$ cat src/rtl/fft_bar_pkg.sv
// Shared definitions for the FFT-to-bar sequencer: FSM state encoding, bar
// height width, full-scale height and the converter-result clamp.
package fft_bar_pkg;

  typedef enum logic [2:0] {
    S_IDLE,
    S_READ,
    S_LATCH,
    S_START,
    S_WAIT,
    S_WRITE,
    S_DONE
  } state_t;

  localparam int BAR_W = 7;
  localparam logic [BAR_W-1:0] BAR_MAX = 7'd96;

  function automatic logic [BAR_W-1:0] clamp_bar(input logic [BAR_W-1:0] v,
                                                 input logic [BAR_W-1:0] lim);
    return (v > lim) ? lim : v;
  endfunction

endpackage

$ cat src/rtl/fft_bar_peak.sv
// Per-bar peak-hold store: the displayed value follows a rising result at once
// and otherwise falls by one step per frame.
module fft_bar_peak
  import fft_bar_pkg::*;
#(
  parameter int n_bars  = 32,
  parameter int bw_addr = 5
) (
  input  logic               clk,
  input  logic               srst,
  input  logic               we,
  input  logic [bw_addr-1:0] addr,
  input  logic [BAR_W-1:0]   result,
  output logic [BAR_W-1:0]   peak
);

  logic [BAR_W-1:0] peak_reg [n_bars];
  logic [BAR_W-1:0] current;
  logic [BAR_W-1:0] decayed;

  // Read is combinational so the update fits inside the single write cycle.
  always_comb begin
    current = peak_reg[addr];
    decayed = (current == '0) ? '0 : current - 1'b1;
    peak    = (result >= decayed) ? result : decayed;
  end

  generate
    for (genvar gi = 0; gi < n_bars; gi++) begin : g_peak
      always_ff @(posedge clk) begin
        if (srst)
          peak_reg[gi] <= '0;
        else if (we && addr == bw_addr'(gi))
          peak_reg[gi] <= peak;
      end
    end
  endgenerate

endmodule

$ cat src/rtl/fft_bar_sequencer.sv
// Walks the FFT bin RAM once per frame, runs each bin through the bar converter
// and writes the bar RAM. Optional peak hold: define FFT_BAR_PEAK_HOLD_EN.
module fft_bar_sequencer
  import fft_bar_pkg::*;
#(
  parameter int bw_input = 17,
  parameter int n_bars   = 32,
  parameter int bw_addr  = 5,
  parameter int max_wait = 63,
  parameter int bar_max  = int'(BAR_MAX)
) (
  input  logic                Clock,
  input  logic                Reset,
  input  logic                FrameStart,
  output logic                FrameBusy,
  output logic                FrameEnd,
  output logic                Error,
  output logic [bw_addr-1:0]  BinAddr,
  input  logic [bw_input-1:0] BinData,
  output logic                ConvStart,
  output logic [bw_input-1:0] ConvIn,
  input  logic [BAR_W-1:0]    ConvOut,
  input  logic                ConvEnd,
  output logic                BarWe,
  output logic [bw_addr-1:0]  BarAddr,
  output logic [BAR_W-1:0]    BarData
);

  localparam int TW = $clog2(max_wait + 1);
  localparam logic [BAR_W-1:0]   BAR_LIMIT  = BAR_W'(bar_max);
  localparam logic [TW-1:0]      TIMER_LAST = TW'(max_wait);
  localparam logic [bw_addr-1:0] INDEX_LAST = bw_addr'(n_bars - 1);

  state_t state_reg, state_next;
  logic [bw_addr-1:0]  index_reg;
  logic [TW-1:0]       timer_reg;
  logic [bw_input-1:0] conv_in_reg;
  logic [BAR_W-1:0]    result_reg;
  logic                error_reg;
  logic [BAR_W-1:0]    bar_value;
  logic                bar_we;

  always_ff @(posedge Clock) begin
    if (Reset) state_reg <= S_IDLE;
    else       state_reg <= state_next;
  end

  always_comb begin
    state_next = state_reg;
    case (state_reg)
      S_IDLE:  if (FrameStart) state_next = S_READ;
      S_READ:  state_next = S_LATCH;
      S_LATCH: state_next = S_START;
      S_START: state_next = S_WAIT;
      S_WAIT:  if (ConvEnd || timer_reg == TIMER_LAST) state_next = S_WRITE;
      S_WRITE: state_next = (index_reg == INDEX_LAST) ? S_DONE : S_READ;
      S_DONE:  state_next = S_IDLE;
      default: state_next = S_IDLE;
    endcase
  end

  always_ff @(posedge Clock) begin
    if (Reset) begin
      index_reg   <= '0;
      timer_reg   <= '0;
      conv_in_reg <= '0;
      result_reg  <= '0;
      error_reg   <= 1'b0;
    end else begin
      case (state_reg)
        S_IDLE: if (FrameStart) begin
          index_reg <= '0;
          error_reg <= 1'b0;
        end
        S_LATCH: conv_in_reg <= BinData;
        S_START: timer_reg <= '0;
        S_WAIT: begin
          // A real End wins over a timeout landing in the same cycle.
          if (ConvEnd) begin
            result_reg <= clamp_bar(ConvOut, BAR_LIMIT);
          end else if (timer_reg == TIMER_LAST) begin
            result_reg <= '0;
            error_reg  <= 1'b1;
          end else begin
            timer_reg <= timer_reg + 1'b1;
          end
        end
        S_WRITE: if (index_reg != INDEX_LAST) index_reg <= index_reg + 1'b1;
        default: ;
      endcase
    end
  end

  assign bar_we = (state_reg == S_WRITE);

`ifdef FFT_BAR_PEAK_HOLD_EN
  fft_bar_peak #(
    .n_bars (n_bars),
    .bw_addr(bw_addr)
  ) u_peak (
    .clk   (Clock),
    .srst  (Reset),
    .we    (bar_we),
    .addr  (index_reg),
    .result(result_reg),
    .peak  (bar_value)
  );
`else
  assign bar_value = result_reg;
`endif

  always_comb begin
    FrameBusy = (state_reg != S_IDLE) && (state_reg != S_DONE);
    FrameEnd  = (state_reg == S_DONE);
    Error     = error_reg;
    BinAddr   = index_reg;
    ConvStart = (state_reg == S_START);
    ConvIn    = conv_in_reg;
    BarWe     = bar_we;
    BarAddr   = index_reg;
    BarData   = bar_we ? bar_value : '0;
  end

endmodule

$ cat config.mk
export PLATFORM = sky130hd
export DESIGN_NAME = fft_bar_sequencer
export DESIGN_NICKNAME = d
export VERILOG_FILES = /design/src/rtl/fft_bar_pkg.sv /design/src/rtl/fft_bar_peak.sv /design/src/rtl/fft_bar_sequencer.sv
export SDC_FILE = /design/constraint.sdc
export NUM_CORES = 1
export LEC_CHECK = 0
export BUFFER_PORTS_ARGS = -buffer_cell sky130_fd_sc_hd__buf_2
export CAP_MARGIN = 20
export CORE_MARGIN = 8
export CORE_UTILIZATION = 43
export DETAILED_ROUTE_END_ITERATION = 16
export HOLD_SLACK_MARGIN = 0.05
export PLACE_DENSITY = 0.87
export SETUP_SLACK_MARGIN = 0.1
export SLEW_MARGIN = 30
export SYNTH_ARGS = -nofsm -noshare
export SYNTH_HDL_FRONTEND = slang
export SYNTH_SLANG_ARGS = --single-unit
$ cat constraint.sdc
create_clock -name Clock -period 1.9 [get_ports Clock]
set_input_delay 0.38 -clock Clock [delete_from_list [all_inputs] [get_ports Clock]]
set_output_delay 0.38 -clock Clock [all_outputs]
set_load 0.05 [all_outputs]
======== Word-level counts from Yosys, hierarchy flattened ========
Cells that the tools add are included.
W data, S select, Z words.
storage, ports and cells
  register bits ........................... 39
  input bits .............................. 28
  output and inout port bits .............. 39
  logic and storage cells ................. 56
operators by class
  add/subtract/negate cells ............... 2
  order comparisons ....................... 1
  equal/unequal tests ..................... 16
  mux-type cells .......................... 18
  reduce and logical (&&, ||, !) cells .... 13
operator list
  kind                   count
  $mux W7                4
  $pmux W3 S6            1
  $mux W6                2
  $pmux W6 S2            1
  $mux W5                2
  $ne A2 B2 Y1 const B   5
  $pmux W5 S2            1
  $eq A3 B3 Y1 const B   3
  $mux W3                3
  $reduce_bool A2 Y1     4
  $gt A7 B7 Y1 const B   1
  $add A6 B1 Y6 const B  1
  $eq A3 B2 Y1 const B   2
  $eq A6 B6 Y1 const B   1
  $reduce_and A3 Y1      2
  $add A5 B1 Y5 const B  1
  $eq A5 B5 Y1 const B   1
  $ne A5 B5 Y1 const B   1
  $reduce_and A2 Y1      2
  $reduce_and A4 Y1      1
  $eq A3 B1 Y1 const B   1
  $logic_not A3 Y1       1
  $mux W1                3
  $ne A3 B3 Y1 const B   1
  5 further kinds        5

======== Depth between registers and ports, before layout ========
Gate-level depths: netlist of run 1.
  depth in word-level cells ............... 4
  mapped depth ............................ 7
  gate-level depth less buffers ........... 7

======== Worst setup path before layout of run 1 ========
No wires, ideal clock.
  path type ............................... reg2reg
  from .................................... reg index_reg[0] (netlist: BarAddr[0])
  to ...................................... reg index_reg[3] (netlist: BarAddr[3])
  library setup time ...................... 70 ps
  data arrival time ....................... 2,114 ps
  required time ........................... 1,830 ps
  path slack .............................. -284 ps
  cell stages (with the launch flop) ...... 8
  path buffers ............................ 0
  clock period less this slack ............ 2,184 ps
  cell sequence ........................... dfxtp_1 > ha_1 > and3_1 > ha_1 > and3b_1 > o21ai_0 > o21ai_0 > a21oi_1
between the ends
  longest elaborated chain between the ends .. 3
  elaborated cells on any way between the ends .. 6
  classes of those cells .................. add/sub (1); eq/ne (2); mux (2); reduce/logical (1)
ends and longest elaborated chain
  item                                              line                     RTL
  from (decl)                                       fft_bar_sequencer.sv:35  logic [bw_addr-1:0] index_reg;
  from (signal assigned)                            fft_bar_sequencer.sv:88  S_WRITE: if (index_reg != INDEX_LAST) index_reg <= index_reg + 1'b1;
  $add A5 B1 Y5 or $ne A5 B5 Y1 (tied branches)     fft_bar_sequencer.sv:88
  $mux W5 or $ne A2 B1 Y1 (tied branches)           -
  $pmux W5 S2 or $reduce_and A3 Y1 (tied branches)  -
Parallel ways exist; a longest one is shown, timed or not. The select of a mux whose other input is x is not followed.
A chain may end at the register's enable or synchronous reset.

======== Worst setup path after layout of run 1 ========
Ends and elaborated chain as after synthesis.

==> impl_metrics.yaml, run 1 <==
drt:
  wire_per_inst_um: 13.36
  totalWireLength_um: 4208
  drc: 0
  ant_nets: 0
  detail_route.vias_per_cell: 5.102
  first_pass_iters: 4
  drtIter0Drc: 63
  vias: 1607
clock_tree:
  cts_root_buffer: "clkbuf_8"
  clk_path_buf_depth: 2
  cts.sinks: 39
  cts_buffers: 5
  clk_pin_slew_ns: 0.07
  clk_latency_ns: 0.28
  htree_num_levels: 2
  cts_tree: "done"
synth:
  synth_xor_area_share_pct: 1.037
  synthMuxAreaShare_pct: 0.5926
  synth-main-ff-cell: "dfxtp_1"
  synthSimpleGateAreaFrac_pct: 25.04
  synth_area_leader_cell: "dfxtp_1"
  async_flop_share_pct: 0
  synthTopCellsByCount: "39 x dfxtp_1, 36 x nand2_1, 25 x a21oi_1"
  synth-adder-area-share_pct: 2.222
  ys_seq_elements: 39
  synth_edf_count: 0
  synth_compound_area_share_pct: 19.04
  seq_area_frac_synth_pct: 46.22
  synth_top_area_share_pct: 46.22
  syn_inst: 198
  synth.distinct_cells: 40
  synth_top_family_by_area: "simple AND/OR/NAND/NOR gates"
  yosys_warnings: 0
  synth_area_leaders: "dfxtp_1 46%, nand2_1 8.0%, a21oi_1 7.4%, a22o_1 3.6%, nand3_1 2.7%"
  synth_area_mm2: 0.001689
  syn_avg_cell_area_um2: 8.531
  synth_most_common_cell: "dfxtp_1"
  syn-num-nets: 229
worst_setup_path:
  critPathCaptureType: "register"
  reg2reg_from: "BarAddr[0]"
  crit_arrival_ns: 1.99
  worst-setup-path-type: "register to register"
  crit_fanout: 5
  r2r_slack_ns: 0.13
  cp.required_ns: 2.12
  r2r-end: "BarAddr[3]"
  cp-start-kind: "register"
  reg2reg_depth: 7
cells_and_area:
  fin_area_mm2: 0.002262
  areaGrowthSynthToFinish_pct: 33.93
  drive_above_1_share_pct: 40.82
  nets: 297
  diodes: 0
  layoutNonFillerInstCount: 315
  n_fill_cell: 347
  multiInputGateArea_um2: 869.6
  largest_reg_flops: 17
  register_area_um2: 797.0
global_route:
  grt_use_total_pct: 13.14
  grt_pass1_wl_um: 6775
  grt_max_degree: 19
  antenna_found_initial: 0
  grt_pass1_vias: 1568
  grt_overflow: 0
worst_hold_path:
  holdCritStartpoint: "ConvOut[4]"
  holdCritPathClass: "input pin to register"
  whs_endpoint: "bar_value[4]"
  hold_depth: 2
place:
  dp_hpwl_um: 3147
  placed_area_mm2: 0.002082
  dp_slack_ns: 0.07091
  placed_cells: 305
  gp_congestion: 0.8028
  portBuffers: 66
power_and_ir_drop:
  p_sw_share_pct: 29.87
  power_leakage_nw: 0.9968
  p_switching_mw: 0.5547
  power_frac_seq_pct: 47.5
  comb_power_share_pct: 20.4
  power.clock.fraction_pct: 32.1
  p_per_area_mw_per_mm2: 820.9
  power.internal_mw: 1.302
  ir_drop_v: 0.0005310
sta:
  tightest_slew_ns: 0.6181
  hold_viol: 0
  min_period_over_period_pct: 93.08
  fin_ws_ns: 0.1314
  final_max_slew_viol_count: 0
  relSlewSlack_pct: 58.69
  fin_crit_ns: 1.769
  rsz0062_at_grt: "yes"
  finalSetupViolations: 0
  fin_tns_setup_ns: 0
  max_freq_mhz: 565.4
  fin_skew_ns: 0.001525
floorplanning:
  die_area_mm2: 0.006190
  fp.dieW_um: 78.68
  rows: 22
  io_pins: 67
  start_util_pct: 45.45
  die_y_um: 78.68
  core_area_mm2: 0.003716
status:
  status: "finished, final reports clean"
run:
  max_cap_violations: 0
==> metal layers <==
layer | vias to the layer above | share of wire [%] | global-route usage [%]
met3 | 5 | 11 | 6.720
met2 | 50 | 46 | 21.87
met5 | - | 0 | 0
met4 | 0 | 0.55 | 3.333
li1 | 822 | - | -
met1 | 730 | 43 | 14.45
==> worst max path at each step <==
| stage | start | endpoint | slack, ns | depth (start not counted) |
|---|---|---|---|---|
| 2_1_floorplan | BarAddr[0] | BarAddr[3] | 0.09 | 7 |
| 3_3_place_gp | BarAddr[0] | BarAddr[3] | 0.11 | 7 |
| 3_5_place_dp | BarAddr[0] | BarAddr[3] | 0.07 | 7 |
| 4_1_cts | state_reg[0] | BarData[3] | 0.11 | 4 |
| 5_1_grt | BarAddr[0] | BarAddr[3] | 0.04 | 7 |
| 6_report | BarAddr[0] | BarAddr[3] | 0.13 | 7 |
==> what timing repair did <==
action / 4_1_cts / 5_1_grt
pin swaps: 1 / 0
resized for setup: 11 / 10
cloned: 1 / 0
hold buffers: 0 / 0
setup buffers: 1 / 0
endpoints found under the setup margin: 11 / 17
==> placed cells by master (no fill, tap or decap), types with 2 or more instances in the layout <==
cell type,n
and3b_2,2
buf_2,57
nand3_1,9
nor3b_2,2
or3_1,3
dfxtp_1,32
o21ai_0,2
dfxtp_4,3
ha_1,2
nand2b_1,2
and2_2,7
a21oi_1,24
inv_1,5
nor2_1,10
nor3_1,3
o211ai_1,2
dfxtp_2,4
clkbuf_8,7
and3b_1,2
a22o_1,7
a31oi_1,4
buf_4,14
nand2_1,36
clkbuf_4,2
xnor2_1,2
==> area by class of cell <==
class / count / area share, %
clock buffers: 8 / 4.425
well taps: 48 / 2.655
multi-input cells: 141 / 38.44
repair buffers: 74 / 18.42
flip-flops and latches: 39 / 35.23
inverters: 5 / 0.8296
==> power groups by stage <==
stage / Combinational (mW) / Clock, mW / Sequential [mW]
after CTS: 0.376 / 0.611 / 0.880
after global placement: 0.363 / 0 / 0.894
final: 0.379 / 0.595 / 0.882
after global routing: 0.413 / 0.643 / 0.888
after detailed placement: 0.369 / 0 / 0.897
after floorplan: 0.172 / 0 / 0.987
==> critical path, stage by stage, from the launching register on <==
cell	delay (ns)
dfxtp_4	0.36
ha_1	0.21
and3_4	0.19
ha_4	0.16
and3b_1	0.21
o21ai_2	0.07
or3_1	0.37
a21oi_2	0.13
==> per-stage QoR <==
step	total power [mW]	hold WS (ns)	util (%)
2_1_floorplan	1.159	0.4339	-
3_3_place_gp	1.257	0.4388	56.03
3_5_place_dp	1.266	0.4434	56.03
4_1_cts	1.867	0.3017	60.10
5_1_grt	1.945	0.3041	60.88
6_report	1.857	0.3063	60.88
==> kinds of logic after synthesis <==
logic type,after synthesis
compound gates,50
buf+inv,19
mux,1
flops,39
fa+ha+maj,3
xor+xnor,2
simple gates,84
Note: power is estimated with default switching activity, not from simulation.
==> inputs of run 2 (changes only) <==
--- a/config.mk
+++ b/config.mk
@@ -7,5 +7,5 @@
 export LEC_CHECK = 0
 export BUFFER_PORTS_ARGS = -buffer_cell sky130_fd_sc_hd__buf_2
-export CAP_MARGIN = 20
+export CAP_MARGIN = 10
 export CORE_MARGIN = 8
 export CORE_UTILIZATION = 43
@@ -13,4 +13,5 @@
 export HOLD_SLACK_MARGIN = 0.05
 export PLACE_DENSITY = 0.87
+export REMOVE_ABC_BUFFERS = 1
 export SETUP_SLACK_MARGIN = 0.1
 export SLEW_MARGIN = 30
==> constraint.sdc (replaced) <==
create_clock -name Clock -period 1.9 [get_ports Clock]
set_input_delay 0.285 -clock Clock [delete_from_list [all_inputs] [get_ports Clock]]
set_output_delay 0.285 -clock Clock [all_outputs]
set_load 0.05 [all_outputs]
==> impl_metrics.yaml, run 2 (synthesized netlist as in run 1, its figures left out) <==
worst_setup_path:
  cp.required_ns: 2.12
  crit_arrival_ns: 1.98
  reg2reg_depth: 7
  reg2reg_from: "BarAddr[0]"
  crit_end: "BarAddr[2]"
  crit_fanout: 6
  r2r-end: "BarAddr[2]"
  critPathCaptureType: "register"
  startpoint: "BarAddr[0]"
  cp-start-kind: "register"
  worst-setup-path-type: "register to register"
  r2r_slack_ns: 0.14
global_route:
  grt_overflow: 0
  antenna_found_initial: 0
  grt_max_degree: 32
  grt_use_total_pct: 13.29
  grt_pass1_wl_um: 6727
  grt_pass1_vias: 1549
sta:
  finalSetupViolations: 0
  min_period_over_period_pct: 92.50
  fin_tns_setup_ns: 0
  fin_ws_ns: 0.1425
  tightest_slew_ns: 0.5727
  whs_ns: 0.2076
  fin_crit_ns: 1.757
  max_freq_mhz: 569.0
  fin_skew_ns: 0.003727
  rsz0062_at_grt: "yes"
  final_max_slew_viol_count: 0
  relSlewSlack_pct: 61.73
  hold_viol: 0
floorplanning:
  rows: 22
  start_util_pct: 45.45
  io_pins: 67
  die_y_um: 78.68
  fp.dieW_um: 78.68
  die_area_mm2: 0.006190
  core_area_mm2: 0.003716
drt:
  ant_nets: 0
  wire_per_inst_um: 13.25
  drtIter0Drc: 96
  vias: 1581
  first_pass_iters: 6
  detail_route.vias_per_cell: 4.972
  totalWireLength_um: 4213
  drc: 0
power_and_ir_drop:
  power_leakage_nw: 0.9961
  ir_drop_v: 0.0005194
  p_per_area_mw_per_mm2: 808.5
clock_tree:
  cts_root_buffer: "clkbuf_8"
  htree_num_levels: 2
  cts.sinks: 39
  clk_latency_ns: 0.28
  clk_pin_slew_ns: 0.07
  ctsHoldBuffers: 0
  cts_tree: "done"
  clk_path_buf_depth: 2
  cts_buffers: 5
run:
  max_cap_violations: 0
cells_and_area:
  areaGrowthSynthToFinish_pct: 32.15
  layout_common_cells: "58 x buf_2, 39 x dfxtp_1, 36 x nand2_1"
  diodes: 0
  largest_reg_flops: 17
  layoutNonFillerInstCount: 318
  nets: 301
  drive_above_1_share_pct: 36.30
  final_common_cell: "buf_2"
place:
  placed_cells: 310
  dp_hpwl_um: 3130
  portBuffers: 66
  dp_slack_ns: 0.007506
  gp_congestion: 0.7421
worst_hold_path:
  holdCritPathClass: "input pin to register"
  hold_depth: 2
status:
  status: "finished, final reports clean"
## run 2: cell types whose count changed in the layout (fill, tap and decap cells not counted), sizes merged
| cell | change |
|---|---|
| and3b | -1 |
| clkbuf | +3 |
| clkinv | +1 |
## run 2: critical path, cell delays in order, from the launching register on
cell and delay, ns:
dfxtp_1 0.32, ha_2 0.18, and3_1 0.19, ha_2 0.18, and3b_2 0.26, o21ai_4 0.08, or3_4 0.34, a21oi_2 0.14
## run 2: worst min-delay path by stage
stage	from	endpoint	slack [ns]
after global placement	ConvIn[13]	ConvIn[13]	0.44
after detailed placement	ConvIn[13]	ConvIn[13]	0.44
after global routing	ConvOut[3]	bar_value[3]	0.21
final	ConvOut[1]	bar_value[1]	0.21
after floorplan	Reset	ConvIn[0]	0.35
after CTS	ConvOut[0]	bar_value[0]	0.20
## run 2: routing by layer
layer	vias to the layer above	global-route usage [%]	part of all wire, %	wire length, um
met5	-	0	0	0
met4	0	6.667	1.6	68
met3	7	4.100	5.4	228
met2	38	23.20	49	2065
met1	708	14.14	44	1850
li1	828	-	-	-
## run 2: final cells by class
type	count	area (um^2)
clock buffer	6	82.58
clock inverter	1	5.005
fill	347	1484
inverter	5	18.77
multi-input combinational	140	837.1
sequential	39	780.7
tap	48	60.06
timing repair buffer	79	447.9
## run 2: through the flow
step	cell area, um^2	utilization [%]	total power [mW]
global route	2232	60.07	1.896
CTS	2182	58.72	1.811
floorplan	1609	-	1.137
detailed placement	2090	56.23	1.272
finish	2232	60.07	1.805
global placement	2090	56.23	1.265
## run 2: power by group
group | switching [mW] | internal, mW | leakage, nW
registers | 0.0204 | 0.855 | 0.316
logic | 0.269 | 0.119 | 0.633
clock network | 0.258 | 0.284 | 0.0470
total | 0.547 | 1.26 | 0.996
## run 2: what timing repair did
| item | CTS | global route |
|---|---|---|
| resized for setup | 3 | 15 |
| buffers inserted | 0 | 1 |
| pin swaps | 0 | 3 |
| endpoints found under the setup margin | 11 | 12 |
